## config.mk

```make
export PLATFORM = sky130hd
export DESIGN_NAME = des_round_sequencer
export DESIGN_NICKNAME = d
export VERILOG_FILES = /design/src/rtl/des_round_sequencer.sv
export SDC_FILE = /design/constraint.sdc
export NUM_CORES = 1
export LEC_CHECK = 0
export ABC_AREA = 1
export BUFFER_PORTS_ARGS = -buffer_cell sky130_fd_sc_hd__buf_2
export CORE_ASPECT_RATIO = 1.4
export CORE_MARGIN = 2
export CORE_UTILIZATION = 28
export CTS_CLUSTER_SIZE = 28
export DETAILED_ROUTE_END_ITERATION = 7
export HOLD_SLACK_MARGIN = 0.1
export SLEW_MARGIN = 20
export SYNTH_ARGS = -nofsm -noshare
export SYNTH_HDL_FRONTEND = slang
export SYNTH_SLANG_ARGS = --single-unit
```

## constraint.sdc

```tcl
create_clock -name clk -period 2.61 [get_ports clk]
set_clock_uncertainty 0.1 [all_clocks]
set_input_delay 0 -clock clk [delete_from_list [all_inputs] [get_ports clk]]
set_output_delay 0 -clock clk [all_outputs]
set_load 0.05 [all_outputs]
```

## src/rtl/des_round_sequencer.sv

```systemverilog
// Iterative DES round controller: one combinational round reused NUM_ROUNDS times, L/R held in registers.
// Block accepted at edge k is presented on out_block after edge k+NUM_ROUNDS; DONE holds until out_ready.
module des_round_sequencer #(
   parameter int NUM_ROUNDS = 16,
   parameter int IDX_W      = 4
) (
   input  logic             clk,
   input  logic             rst_n,
   input  logic             in_valid,
   output logic             in_ready,
   input  logic [63:0]      in_block,
   input  logic             in_decrypt,
   output logic [IDX_W-1:0] subkey_idx,
   output logic [31:0]      rnd_in_left,
   output logic [31:0]      rnd_in_right,
   input  logic [31:0]      rnd_out_left,
   input  logic [31:0]      rnd_out_right,
   output logic             out_valid,
   input  logic             out_ready,
   output logic [63:0]      out_block,
   output logic             busy,
   output logic [IDX_W-1:0] round_cnt
);

   typedef enum logic [1:0] {IDLE, RUN, DONE} state_t;

   localparam logic [IDX_W-1:0] LAST_CNT = IDX_W'(NUM_ROUNDS - 1);

   state_t           state, state_nxt;
   logic [31:0]      l_q, r_q;
   logic [IDX_W-1:0] cnt_q;
   logic             mode_q;

   always_ff @(posedge clk or negedge rst_n) begin
      if (!rst_n) begin
         state <= IDLE;
      end else begin
         state <= state_nxt;
      end
   end

   always_comb begin
      state_nxt  = state;
      in_ready   = 1'b0;
      out_valid  = 1'b0;
      busy       = 1'b1;
      subkey_idx = '0;
      case (state)
         IDLE: begin
            in_ready = 1'b1;
            busy     = 1'b0;
            if (in_valid) state_nxt = RUN;
         end
         RUN: begin
            // Decrypt walks the key schedule backwards; mode is the latched copy.
            subkey_idx = mode_q ? (LAST_CNT - cnt_q) : cnt_q;
            if (cnt_q == LAST_CNT) state_nxt = DONE;
         end
         DONE: begin
            out_valid = 1'b1;
            if (out_ready) state_nxt = IDLE;
         end
         default: begin
            state_nxt = IDLE;
            busy      = 1'b0;
         end
      endcase
   end

   always_ff @(posedge clk or negedge rst_n) begin
      if (!rst_n) begin
         l_q    <= '0;
         r_q    <= '0;
         cnt_q  <= '0;
         mode_q <= 1'b0;
      end else begin
         case (state)
            IDLE: begin
               if (in_valid) begin
                  l_q    <= in_block[63:32];
                  r_q    <= in_block[31:0];
                  mode_q <= in_decrypt;
                  cnt_q  <= '0;
               end
            end
            RUN: begin
               l_q   <= rnd_out_left;
               r_q   <= rnd_out_right;
               cnt_q <= (cnt_q == LAST_CNT) ? '0 : cnt_q + IDX_W'(1);
            end
            default: ;
         endcase
      end
   end

   assign rnd_in_left  = l_q;
   assign rnd_in_right = r_q;
   // Final L/R swap happens here so the round stays uniform.
   assign out_block    = {r_q, l_q};
   assign round_cnt    = cnt_q;

endmodule
```

Word level (Yosys, flattened, before mapping)
Index checks and enable logic that the tools add are counted.
Widths: inputs -> output; s select.
{ "op_classes": {"n_reduce_logical": 6, "eq_ne": 6, "n_addsub": 2, "mux": 16} }
{ "ops": {"columns": ["cell", "n"], "rows": [
  ["$pmux 32 s2", 2],
  ["$mux 32", 2],
  ["$mux 4", 4],
  ["$pmux 4 s2", 1],
  ["$mux 2", 3],
  ["$ne 2x2->1 const B", 3],
  ["$pmux 2 s3", 1],
  ["$add 4x1->4 const B", 1],
  ["$eq 4x4->1 const B", 1],
  ["$reduce_and 2->1", 2],
  ["$sub 4x4->4 const A", 1],
  ["$mux 1", 3],
  ["$reduce_and 3->1", 1],
  ["$eq 2x1->1 const B", 1],
  ["$eq 2x2->1 const B", 1],
  ["$logic_not 2->1", 1],
  ["$reduce_bool 2->1", 1],
  ["$reduce_or 2->1", 1]
]} }
{ "totals": {"ff_bits": 71, "input_bits": 133} }

Depth between registers and ports, before layout
{ "logic_depth": {"word_depth": 3, "depth_mapped": 10, "depth_no_buf": 9} }

Worst setup path before layout
OpenSTA, ideal clock, no wires.
{ "synth_timing": {"path_kind": "register to register", "start": "register state[0]", "end": "register r_q[27] (netlist: rnd_in_right[27])", "path_stages_with_launch": 8, "path_slack_ns": 0.743, "setup_time_ns": 0.119, "arrival_ns": 1.648, "cell_sequence": "dfrtp_1 > inv_1 > ha_1 > nand2_2 > nand2_4 > buf_2 > nand3_1 > o21a_1"} }
{ "synth_via": {"elab_chain_cells": 3, "word_cells_on_any_way": 6, "classes_between": "eq/ne: 2; mux: 1; reduce/logical: 3"} }
{ "synth_rtl": {"columns": ["item", "line_no", "rtl"], "rows": [
  ["start, declared", "29", "state_t state, state_nxt;"],
  ["start signal, assigned", "38", "state <= state_nxt;"],
  ["$eq 2x1->1 / $logic_not 2->1 (equally long branches)", "77", "case (state)"],
  ["$reduce_bool 2->1 (no source line) / $ne 2x2->1 (equally long branches)", null, null],
  ["$reduce_and 2->1 (no source line)", null, null],
  ["end signal, assigned", "81", "r_q <= in_block[31:0];"],
  ["end signal, assigned", "88", "r_q <= rnd_out_right;"],
  ["end, declared", "30", "logic [31:0] l_q, r_q;"]
]} }
Several ways; a longest one is shown, not always the timed one.
A chain may end at the register's enable or synchronous reset.

Final worst setup path
{ "layout_timing": {"start": "register state[1]", "end": "register l_q[6] (netlist: rnd_in_left[6])"} }
{ "layout_via": {"elab_chain_cells": 3, "word_cells_on_any_way": 6, "classes_between": "eq/ne: 2; mux: 1; reduce/logical: 3"} }
{ "layout_rtl": {"columns": ["item", "line_no", "rtl"], "rows": [
  ["$eq 2x1->1 / $logic_not 2->1 (equally long branches)", "77", null],
  ["$reduce_bool 2->1 (no source line) / $ne 2x2->1 (equally long branches)", null, null],
  ["$reduce_and 2->1 (no source line)", null, null],
  ["end signal, assigned", "80", "l_q <= in_block[63:32];"],
  ["end signal, assigned", "87", "l_q <= rnd_out_left;"],
  ["end, declared", "30", null]
]} }
Several ways; a longest one is shown, not always the timed one.

==> summary.md <==
| Metric | Value |
|---|---|
| Status | completed |
| Final WL | ~13000 um |
| Dpl hpwl | approximately 8400 um |
| Core box area | about 14000 um^2 |
| Slowest cell delay on critical path | roughly 0.57 ns |
| Global Route Usage Sum | 0.1650 |
| Cells after Synth | approximately 470 |
| Slowest cell on crit path | dlygate4sd3_1 |
| Synth top area share | 0.4410 |
| Worst R2R End | rnd_in_left[6] |
| Max_cap viols | 0 |
| Crit. End Element | flip-flop |
| Reg clk slew, reported paths | roughly 0.060 ns |
| Slew @ Worst Pin | a little over 0.9 ns |
| Starting Density | 0.2883 |
| Area leader, netlist | dfrtp_1 |
| Initial antenna violation count | 1 |
| Hold Vio Cnt, Final | 0 |
| Height of the chip | approximately 150 um |
| Final setup vio count | 0 |
| Fmax | 417.9 MHz |
| Avg Cell Area, Syn | 8.500 um^2 |
| Reg-to-Reg Start | state[1] |
| Drt initial violations | 159 |
| Commonest cells post-synth | 140 x nand2_1, 71 x dfrtp_1, 68 x nand3_1, 67 x buf_4, 64 x o21a_1 |
| Ys Warns | 0 |
| Flop2flop setup slack | 0.22 ns |
| Total overflow reported by the global router | 0 |
| Die Area | 15380 um^2 |
| Postcts setup bufs | 0 |
| Critical path required time | between 2 and 3 ns |
| GP Congestion | between 0.7 and 0.8 |
| Number of synthesized flops with an enable pin | 0 |
| R2R cell count | 9 |
| Top-count cell post-synth | nand2_1 |
| Vias in the first global route | roughly 4300 |
| Worst hold path type | in -> async |
| N_diodes | 0 |
| Setup CP Type | reg -> reg |
| Clock buffer depth | 2 |
| Tmin final | between 2 and 2.5 ns |
| Detail Route Antenna Nets | 0 |
| Number of CTS-inserted buffers | 9 |
| Die width | about 110 um |
| Crit-path cells | inv_1, ha_2, buf_6, inv_2, buf_4, nand2_1, nand3_1, dlygate4sd3_1, o21a_1 |
| Post-Syn Nets | between 600 and 700 |
| Multi-input logic area | 1544 um^2 |
| Top delay family on crit path | buffers and inverters |
| Launching element type of the critical path | flip-flop |
| Wirelength per Cell | between 10 and 15 um |
| # fillers | 1349 |
| Area grow syn2layout | 66.34% |
| Unrepaired setup endpoints after global routing | false |
| Seq. cell area | around 1800 um^2 |
| Slew HR | 0.3858 |
| Worst-skew pair later-pin latency | 0.33 ns |
| Crit-path max FO | 39 |
| Arr. time, crit path | approximately 2.5 ns |
| Vias | ~4400 |
| Largest net degree at the start of global routing | 72 |
| Detailed-router iteration count before antenna repair | 5 |
| Remaining routing DRC violations | 0 |
| Clock sinks | slightly above 70 |
| Seq cells post-synth | 71 |
| Netlist cell types | 20 |
| I/O Buffers | approximately 270 |
| Layout cells sized above 1 | 0.3725 |
| Synth async-reset ratio | 1.000 |
| Syn Std Cell Area | 4029 um^2 |
| Final period util | 0.9168 |
| Synth top area cells | dfrtp_1 44%, nand2_1 13%, buf_4 12% |
| Num ports | about 270 |
| Vias per cell | 4.411 |
| CTS tree | done |
| Row cnt | 51 |
| Most common flop cell mapped by yosys | dfrtp_1 |
| H-tree levels | 3 |
| CP Buf/Inv Count | 5 |
| TNS Setup | 0 ns |
| Post-synthesis sequential area ratio | 0.4410 |
| Final net count | 940 |
| Root Buffer | clkbuf_16 |
| First-pass GRT wire length | about 21000 um |
| Max-slew violations | 0 |
per-stage QoR:
step           worst slack [ns]  utilization  std cells  area, um^2  hold slack (ns)
4_1_cts                  0.1393       0.4786        993        6689           0.2916
3_5_place_dp             0.6906       0.3596        844        5025           0.1063
3_3_place_gp             0.7274       0.3596        844        5025           0.1049
6_report                 0.2172       0.4795        993        6701           0.2493
5_1_grt                 0.06084       0.4795        993        6701           0.3327
2_1_floorplan            0.7429            -        474        4029          -0.3956
how the worst max path moves through the flow:
stage | start | to | slack [ns] | depth (start not counted)
floorplan | state[0] | rnd_in_right[27] | 0.74 | 7
global placement | state[1] | rnd_in_right[3] | 0.73 | 8
detailed placement | state[1] | rnd_in_left[21] | 0.69 | 8
CTS | state[1] | rnd_in_left[21] | 0.14 | 9
global route | state[0] | rnd_in_left[31] | 0.06 | 8
finish | state[1] | rnd_in_left[6] | 0.22 | 9
cells by family after synthesis:
kind of cell	Yosys count	synth area share
buffers and inverters	104	0.1786
multiplexers	1	0.002795
flip-flops	71	0.4410
AO/OA/AOI/OAI	70	0.1267
AND/OR/NAND/NOR	220	0.2298
XOR/XNOR	4	0.008695
adder cells (fa/ha/maj)	4	0.01242
registers in the layout (all words and copies together), names as in the netlist:
| name | cells |
|---|---|
| round_cnt | 4 |
| mode_q | 1 |
| rnd_in_left | 32 |
| rnd_in_right | 32 |
| state | 2 |
layer usage:
metal  wire (um)  GRT usage
met5          13          0
met4         238    0.06533
met3         747    0.03045
met2        6798     0.2955
met1        5205     0.1919
what timing repair did:
item,in CTS,in global routing
resized for setup,0,2
hold buffers,133,0
hold endpoints to repair,140,0
endpoints found under the setup margin,0,9
area by class of cell:
type,count,share of cell area
clock inverters,5,0.01195
flip-flops and latches,71,0.2651
well taps,185,0.03454
clock buffers,11,0.03771
repair buffers,412,0.4147
inverters,10,0.005601
multi-input cells,299,0.2304
cells in the final DEF, fill, tap and decap left out:
cell type / instances
buf_4: 6
ha_2: 1
nand4_1: 1
ha_1: 3
clkinv_2: 1
a21oi_1: 3
clkinvlp_4: 2
clkbuf_8: 2
dfrtp_1: 71
xnor2_1: 4
nand2_2: 2
nor2_1: 8
o21ai_0: 1
inv_2: 2
nand3_1: 68
mux2_1: 1
inv_1: 8
o21ai_1: 2
buf_2: 270
bufinv_16: 2
buf_6: 1
o21a_1: 64
nand2_8: 1
clkbuf_16: 9
buf_12: 2
dlygate4sd3_1: 133
nand2_1: 140
Power is not shown: default switching activity piles up to over one toggle a cycle in this logic, so the estimate is an artifact.
